==> config.mk <==
export PLATFORM = sky130hd
export DESIGN_NAME = twiddle_mult_sequencer
export DESIGN_NICKNAME = d
export VERILOG_FILES = /design/src/rtl/twiddle_mult_sequencer.sv
export SDC_FILE = /design/constraint.sdc
export NUM_CORES = 1
export LEC_CHECK = 0
export ABC_AREA = 1
export BUFFER_PORTS_ARGS = -buffer_cell sky130_fd_sc_hd__buf_2
export CAP_MARGIN = 25
export CORE_MARGIN = 2
export CORE_UTILIZATION = 50
export DETAILED_ROUTE_END_ITERATION = 8
export PLACE_DENSITY = 0.75
export SLEW_MARGIN = 20
export SYNTH_ARGS = -nofsm -noshare
export SYNTH_HDL_FRONTEND = slang
export SYNTH_SLANG_ARGS = --single-unit
==> constraint.sdc <==
create_clock -name clk -period 3.6 [get_ports clk]
set_input_delay 0.36 -clock clk [delete_from_list [all_inputs] [get_ports clk]]
set_output_delay 0.36 -clock clk [all_outputs]
set_load 0.05 [all_outputs]
==> src/rtl/twiddle_mult_sequencer.sv <==
// Twiddle/bypass sequencer for one radix-2 DIF SDF FFT stage. It indexes the twiddle ROM
// per sample and tracks valid samples through the shared complex multiplier.
`timescale 1ns/1ps
module twiddle_mult_sequencer #(
   parameter int unsigned N_POINTS = 64,
   parameter int unsigned ADDR_W   = 6,
   parameter int unsigned STAGE    = 0,
   parameter int unsigned MULT_LAT = 2
) (
   input  logic              clk,
   input  logic              rst,
   input  logic              in_valid,
   input  logic              frame_start,
   output logic [ADDR_W-1:0] twid_addr,
   output logic              twid_bypass,
   output logic              twid_en,
   output logic              mult_vld,
   output logic              frame_done,
   output logic              sync_err,
   output logic              busy
);

   localparam int unsigned SPAN    = N_POINTS >> STAGE;
   localparam int unsigned HALF    = SPAN / 2;
   localparam int unsigned SR_W    = MULT_LAT + 1;
   localparam int unsigned DCNT_W  = $clog2(MULT_LAT + 2);

   localparam logic [ADDR_W-1:0] SPAN_MASK  = ADDR_W'(SPAN - 1);
   localparam logic [ADDR_W-1:0] HALF_IDX   = ADDR_W'(HALF);
   localparam logic [ADDR_W-1:0] LAST_IDX   = ADDR_W'(N_POINTS - 1);
   localparam logic [DCNT_W-1:0] DRAIN_LAST = DCNT_W'(MULT_LAT);

   typedef enum logic [1:0] {StIdle, StRun, StDrain} state_e;

   state_e            state_q;
   logic [ADDR_W-1:0] cnt_q;
   logic [DCNT_W-1:0] drain_q;
   logic [SR_W-1:0]   vld_sr;
   logic [SR_W-1:0]   last_sr;

   logic              accept;
   logic              is_last;
   logic              upper;
   logic [ADDR_W-1:0] idx;
   logic [ADDR_W-1:0] pos;
   logic [ADDR_W-1:0] k;
   logic [ADDR_W-1:0] addr_nxt;
   logic              bypass_nxt;

   // A frame_start always restarts numbering at 0, whatever state we are in.
   always_comb begin
      accept     = in_valid && (frame_start || (state_q == StRun));
      idx        = frame_start ? '0 : cnt_q;
      pos        = idx & SPAN_MASK;
      upper      = (pos >= HALF_IDX);
      k          = pos - HALF_IDX;
      addr_nxt   = upper ? (k << STAGE) : '0;
      bypass_nxt = !upper || (k == '0);
      is_last    = (idx == LAST_IDX);
   end

   always_ff @(posedge clk) begin
      if (!rst) begin
         state_q     <= StIdle;
         cnt_q       <= '0;
         drain_q     <= '0;
         vld_sr      <= '0;
         last_sr     <= '0;
         twid_addr   <= '0;
         twid_bypass <= 1'b0;
         twid_en     <= 1'b0;
         sync_err    <= 1'b0;
      end else begin
         twid_en  <= accept;
         sync_err <= accept && frame_start && (state_q == StRun) && (cnt_q != '0);
         // Tag bits ride alongside the data through the ROM register and the multiplier.
         vld_sr   <= (vld_sr << 1) | SR_W'(accept);
         last_sr  <= (last_sr << 1) | SR_W'(accept && is_last);

         if (accept) begin
            twid_addr   <= addr_nxt;
            twid_bypass <= bypass_nxt;
            cnt_q       <= is_last ? idx : idx + ADDR_W'(1);
            drain_q     <= '0;
            state_q     <= is_last ? StDrain : StRun;
         end else if (state_q == StDrain) begin
            if (drain_q == DRAIN_LAST) begin
               state_q <= StIdle;
            end else begin
               drain_q <= drain_q + DCNT_W'(1);
            end
         end
      end
   end

   assign mult_vld   = vld_sr[MULT_LAT];
   assign frame_done = last_sr[MULT_LAT];
   assign busy       = (state_q != StIdle);

endmodule
# After elaboration in Yosys (flattened, before gate mapping)
# Index checks and enable logic that the tools add are counted.
word_totals:
  ff_bits: 25
  output_inout_bits: 12
  wordCells: 44
op_classes:
  n_addsub: 3
  order_cmp: 1
  n_eq_ne: 4
  n_mux: 7
  bitwise_logic: 4
  reduce_logical: 16
op_table:
  columns: ["op", "n"]
  rows:
  - ["two-way mux 6 bit", 3]
  - ["two-way mux 2 bit", 4]
  - ["adder 6 x 1 -> 6 bit (second input constant)", 1]
  - ["== test 6 bit (second input constant)", 1]
  - ["greater-or-equal comparator 6 bit (second input constant)", 1]
  - ["logical NOT 6 bit", 1]
  - ["OR 3 x 1 -> 3 bit", 2]
  - ["nonzero test 2 bit", 3]
  - ["nonzero test 6 bit", 1]
  - ["subtractor 6 bit (second input constant)", 1]
  - ["logical AND 1 bit", 5]
  - ["== test 2 bit (second input constant)", 2]
  - ["AND reduction 2 bit", 2]
  - ["adder 2 x 1 -> 2 bit (second input constant)", 1]
  - ["== test 2 x 1 -> 1 bit (second input constant)", 1]
  - ["logical OR 1 bit", 2]
  - ["inverter 1 bit", 2]
  - ["OR reduction 2 bit", 1]
  - ["logical NOT 1 bit", 1]

# Logic depth before layout (Yosys ltp)
logic_depth:
  ltp_word: 6
  ltp_mapped: 8
  depth_no_buf: 8

# Least setup slack after synthesis
# Ideal clock, no wire load.
synth_path:
  kind: "register to register"
  from: "register drain_q[0]"
  to: "register drain_q[1]"
  setup_time_ns: 0.070
  arrival_ns: 1.076
  required_ns: 3.530
  slack_ns: 2.454
  stages_incl_launch_ff: 7
  n_path_buf: 0
  synth_period_minus_slack_ns: 1.146
  cell_sequence: "dfxtp_1 -> inv_1 -> ha_1 -> inv_1 -> nand3_1 -> or2_2 -> a21oi_1"
synth_between:
  elab_chain_len: 3
synth_rtl:
  columns: ["item", "line_no", "rtl"]
  rows:
  - ["start: declaration", "37", "logic [DCNT_W-1:0] drain_q;"]
  - ["start signal: assignment", "90", "drain_q <= drain_q + DCNT_W'(1);"]
  - ["== test 2 bit", "87", "if (drain_q == DRAIN_LAST) begin"]
  - ["inverter 1 bit (no source line)", null, null]
  - ["AND reduction 2 bit (no source line)", null, null]
# Parallel ways exist; a longest one is shown, timed or not.
# A chain may end at the register's enable or synchronous reset.

# Worst setup path after layout
layout_path:
  from: "register state_q[0]"
  to: "output busy"
layout_between:
  elab_chain_len: 1
layout_rtl:
  columns: ["item", "line_no", "rtl"]
  rows:
  - ["start: declaration", "35", "state_e state_q;"]
  - ["start signal: assignment", "64", "state_q <= StIdle;"]
  - ["start signal: assignment", "85", "state_q <= is_last ? StDrain : StRun;"]
  - ["start signal: assignment", "88", "state_q <= StIdle;"]
  - ["nonzero test 2 bit", "98", "assign busy = (state_q != StIdle);"]
  - ["end: declaration", "20", "output logic busy"]
# No other way between the ends.

==> results.yml <==
cells_and_area:
  layout-drive-gt1-share: 0.206
  num_antenna_cells: 0
  seqCellArea_sq_um: 480
  final_cell_mix: "nand2_1 (46), dfxtp_1 (24), inv_1 (20), buf_2 (15), nand3_1 (13)"
  area_growth_pct: 12.0
  multi_input_area_sq_um: 429
  nNetsFinal: 161
  nFillCells: 194
  layout.cells.most_common: "nand2_1"
yosys:
  synthAdderAreaFrac: 0.0123
  yosys-top-cells-area: "dfxtp_1 (47%), nand2_1 (17%), inv_1 (7.4%)"
  synth_fp_nets: 143
  synth_top_family_by_area: "simple AND/OR/NAND/NOR gates"
  synth_compound_area_frac: 0.0479
  ys_seq_area_frac: 0.472
  yosysTopAreaCellShare: 0.472
  synthMuxAreaShare: 0
  synthXorXnorAreaFrac: 0.00860
  syn-cell-area_sq_um: 1020
  synth_warnings: 0
  syn-instance-count: 138
  avgSynthCellArea_sq_um: 7.38
  synth_area_leader_cell: "dfxtp_1"
  ys_ff_latch: 24
  yosysUniqueCellTypes: 21
  synth-simple-area-share: 0.353
outcome:
  status: "complete, no violations"
routing:
  route.detailed.drc: 0
  routedWlPerCell_um: 9.66
  wirelength_mm: 1.76
  first_pass_iters: 4
  drt_iter0_drc: 23
  vias_per_cell: 4.85
  vias: 882
  drtAntennaViolNets: 0
sta:
  fmax_mhz: 685
  slew_violations: 0
  period_minus_slack_ns: 1.46
  fin_skew_ns: 0.00146
  relSlewSlack: 0.657
  tightest_slew_ns: 0.514
  rsz0062_at_grt: "no"
  setup_viol: 0
  holdWs_ns: 0.323
  fin_setup_tns_ns: 0
  hold_viol: 0
  period_share: 0.405
pwr:
  pwr-share-seq: 0.615
  switching_share: 0.237
  leakage_nw: 0.604
  power_density_nw_per_um2: 392
  power_frac_clock: 0.300
  combPwrFrac: 0.085
  ir_drop_v: 0.000209
  p_sw_w: 0.000106
  intPower_w: 0.000341
worst_setup_path:
  cp.arrival_ns: 1.10
  cp_max_fo: 4
  crit_type: "flop to output pin"
  cp_data_required_time_ns: 3.24
  crit_path_end_kind: "output pin"
  start_kind: "flop"
cts:
  ctsHoldBuffers: 0
  cts_setup_buffers: 0
  htree_num_levels: 1
  cts-root-buf: "clkbuf_4"
  path_clk_slew_ns: 0.12
  clock_sinks: 24
  worstSkewPairLatency_ns: 0.30
  numCtsBuffers: 3
  cts-resized-gates: 0
  cts_tree: "built"
  cts.path.max_buffers: 2
placement:
  place_congestion: 0.884
  dp_hpwl_mm: 1.33
  io_buffers: 15
global_route:
  grt_pass1_vias: 727
  grt_overflow: 0
  grt_usage: 0.166
  grt_antenna_before_repair: 0
  grt_pass1_wl_mm: 3.19
  grt_max_degree: 14
floorplan:
  die-area_sq_um: 2410
  start_util: 0.524
  die_height_um: 49.1
  boundaryPins: 16
  fp.dieW_um: 49.1
  core-area_sq_um: 1940
  rows: 16
flow_run:
  max_cap_viol_count: 0
min_path:
  hold_path.class: "primary input to flop"
## worst max-delay path: stages, from the launching register on
cell and delay, ns:
dfxtp_1 0.39, inv_1 0.09, nand2_1 0.06, buf_2 0.25
## power by group through the flow
stage	Sequential [W]	Combinational (W)	Clock, W
6_report	0.000275	0.0000382	0.000134
5_1_grt	0.000275	0.0000421	0.000152
4_1_cts	0.000275	0.0000381	0.000142
3_5_place_dp	0.000281	0.0000381	0
3_3_place_gp	0.000281	0.0000377	0
2_1_floorplan	0.000287	0.0000234	0
## cell families after synthesis
kind of cell               after synthesis
buffers and inverters                   25
and+or+nand+nor                         78
DFF                                     24
AOI/OAI and AO/OA                        9
adders and majority gates                1
xor gates and xnor gates                 1
## Yosys cell counts, drive strengths merged
| cell type | count |
|---|---|
| buf | 2 |
| dfxtp | 24 |
| a21oi | 3 |
| nor3 | 1 |
| xor2 | 1 |
| nand3 | 15 |
| or2 | 1 |
| o21ai | 6 |
| nor2 | 9 |
| inv | 23 |
| nand4 | 4 |
| nand2 | 48 |
| ha | 1 |
## flip-flops by register name (all words and copies together), names as in the netlist
name         flops
last_sr          3
cnt_q            6
twid_addr        6
drain_q          2
state_q          2
vld_sr           3
twid_bypass      1
sync_err         1
## stage by stage
step	area (sq um)	instances	setup slack [ns]	total power, W	utilization
floorplan	1020	138	2.45	0.000311	-
CTS	1140	182	2.13	0.000454	0.588
detailed placement	1100	178	2.08	0.000319	0.569
finish	1140	182	2.14	0.000447	0.588
global placement	1100	178	2.14	0.000318	0.569
global route	1140	182	2.06	0.000469	0.588
## area by class of cell
| cell class | count | share of cell area |
|---|---|---|
| clock buffer | 4 | 0.0318 |
| inverter | 23 | 0.0757 |
| multi-input combinational | 89 | 0.376 |
| sequential | 24 | 0.421 |
| tap | 27 | 0.0296 |
| timing repair buffer | 15 | 0.0658 |
## final timing paths
kind | startpoint | endpoint | slack (ns) | cells past startpoint
hold reg to reg | last_sr[0] | last_sr[1] | 0.42 | 2
setup / recovery | state_q[0] | busy | 2.14 | 3
setup reg to reg | state_q[1] | state_q[1] | 2.23 | 6
hold / removal | rst | last_sr[1] | 0.32 | 3
## layer usage
| layer | wire length [um] | track usage | vias up | share of wire |
|---|---|---|---|---|
| met1 | 833 | 0.219 | 399 | 0.47 |
| met4 | 11 | 0.0429 | 0 | 0.0063 |
| met5 | 0 | 0 | - | 0 |
| met3 | 74 | 0.0399 | 2 | 0.042 |
| met2 | 839 | 0.270 | 18 | 0.48 |
| li1 | - | - | 463 | - |
No activity file was read; power rests on OpenSTA's default activity.
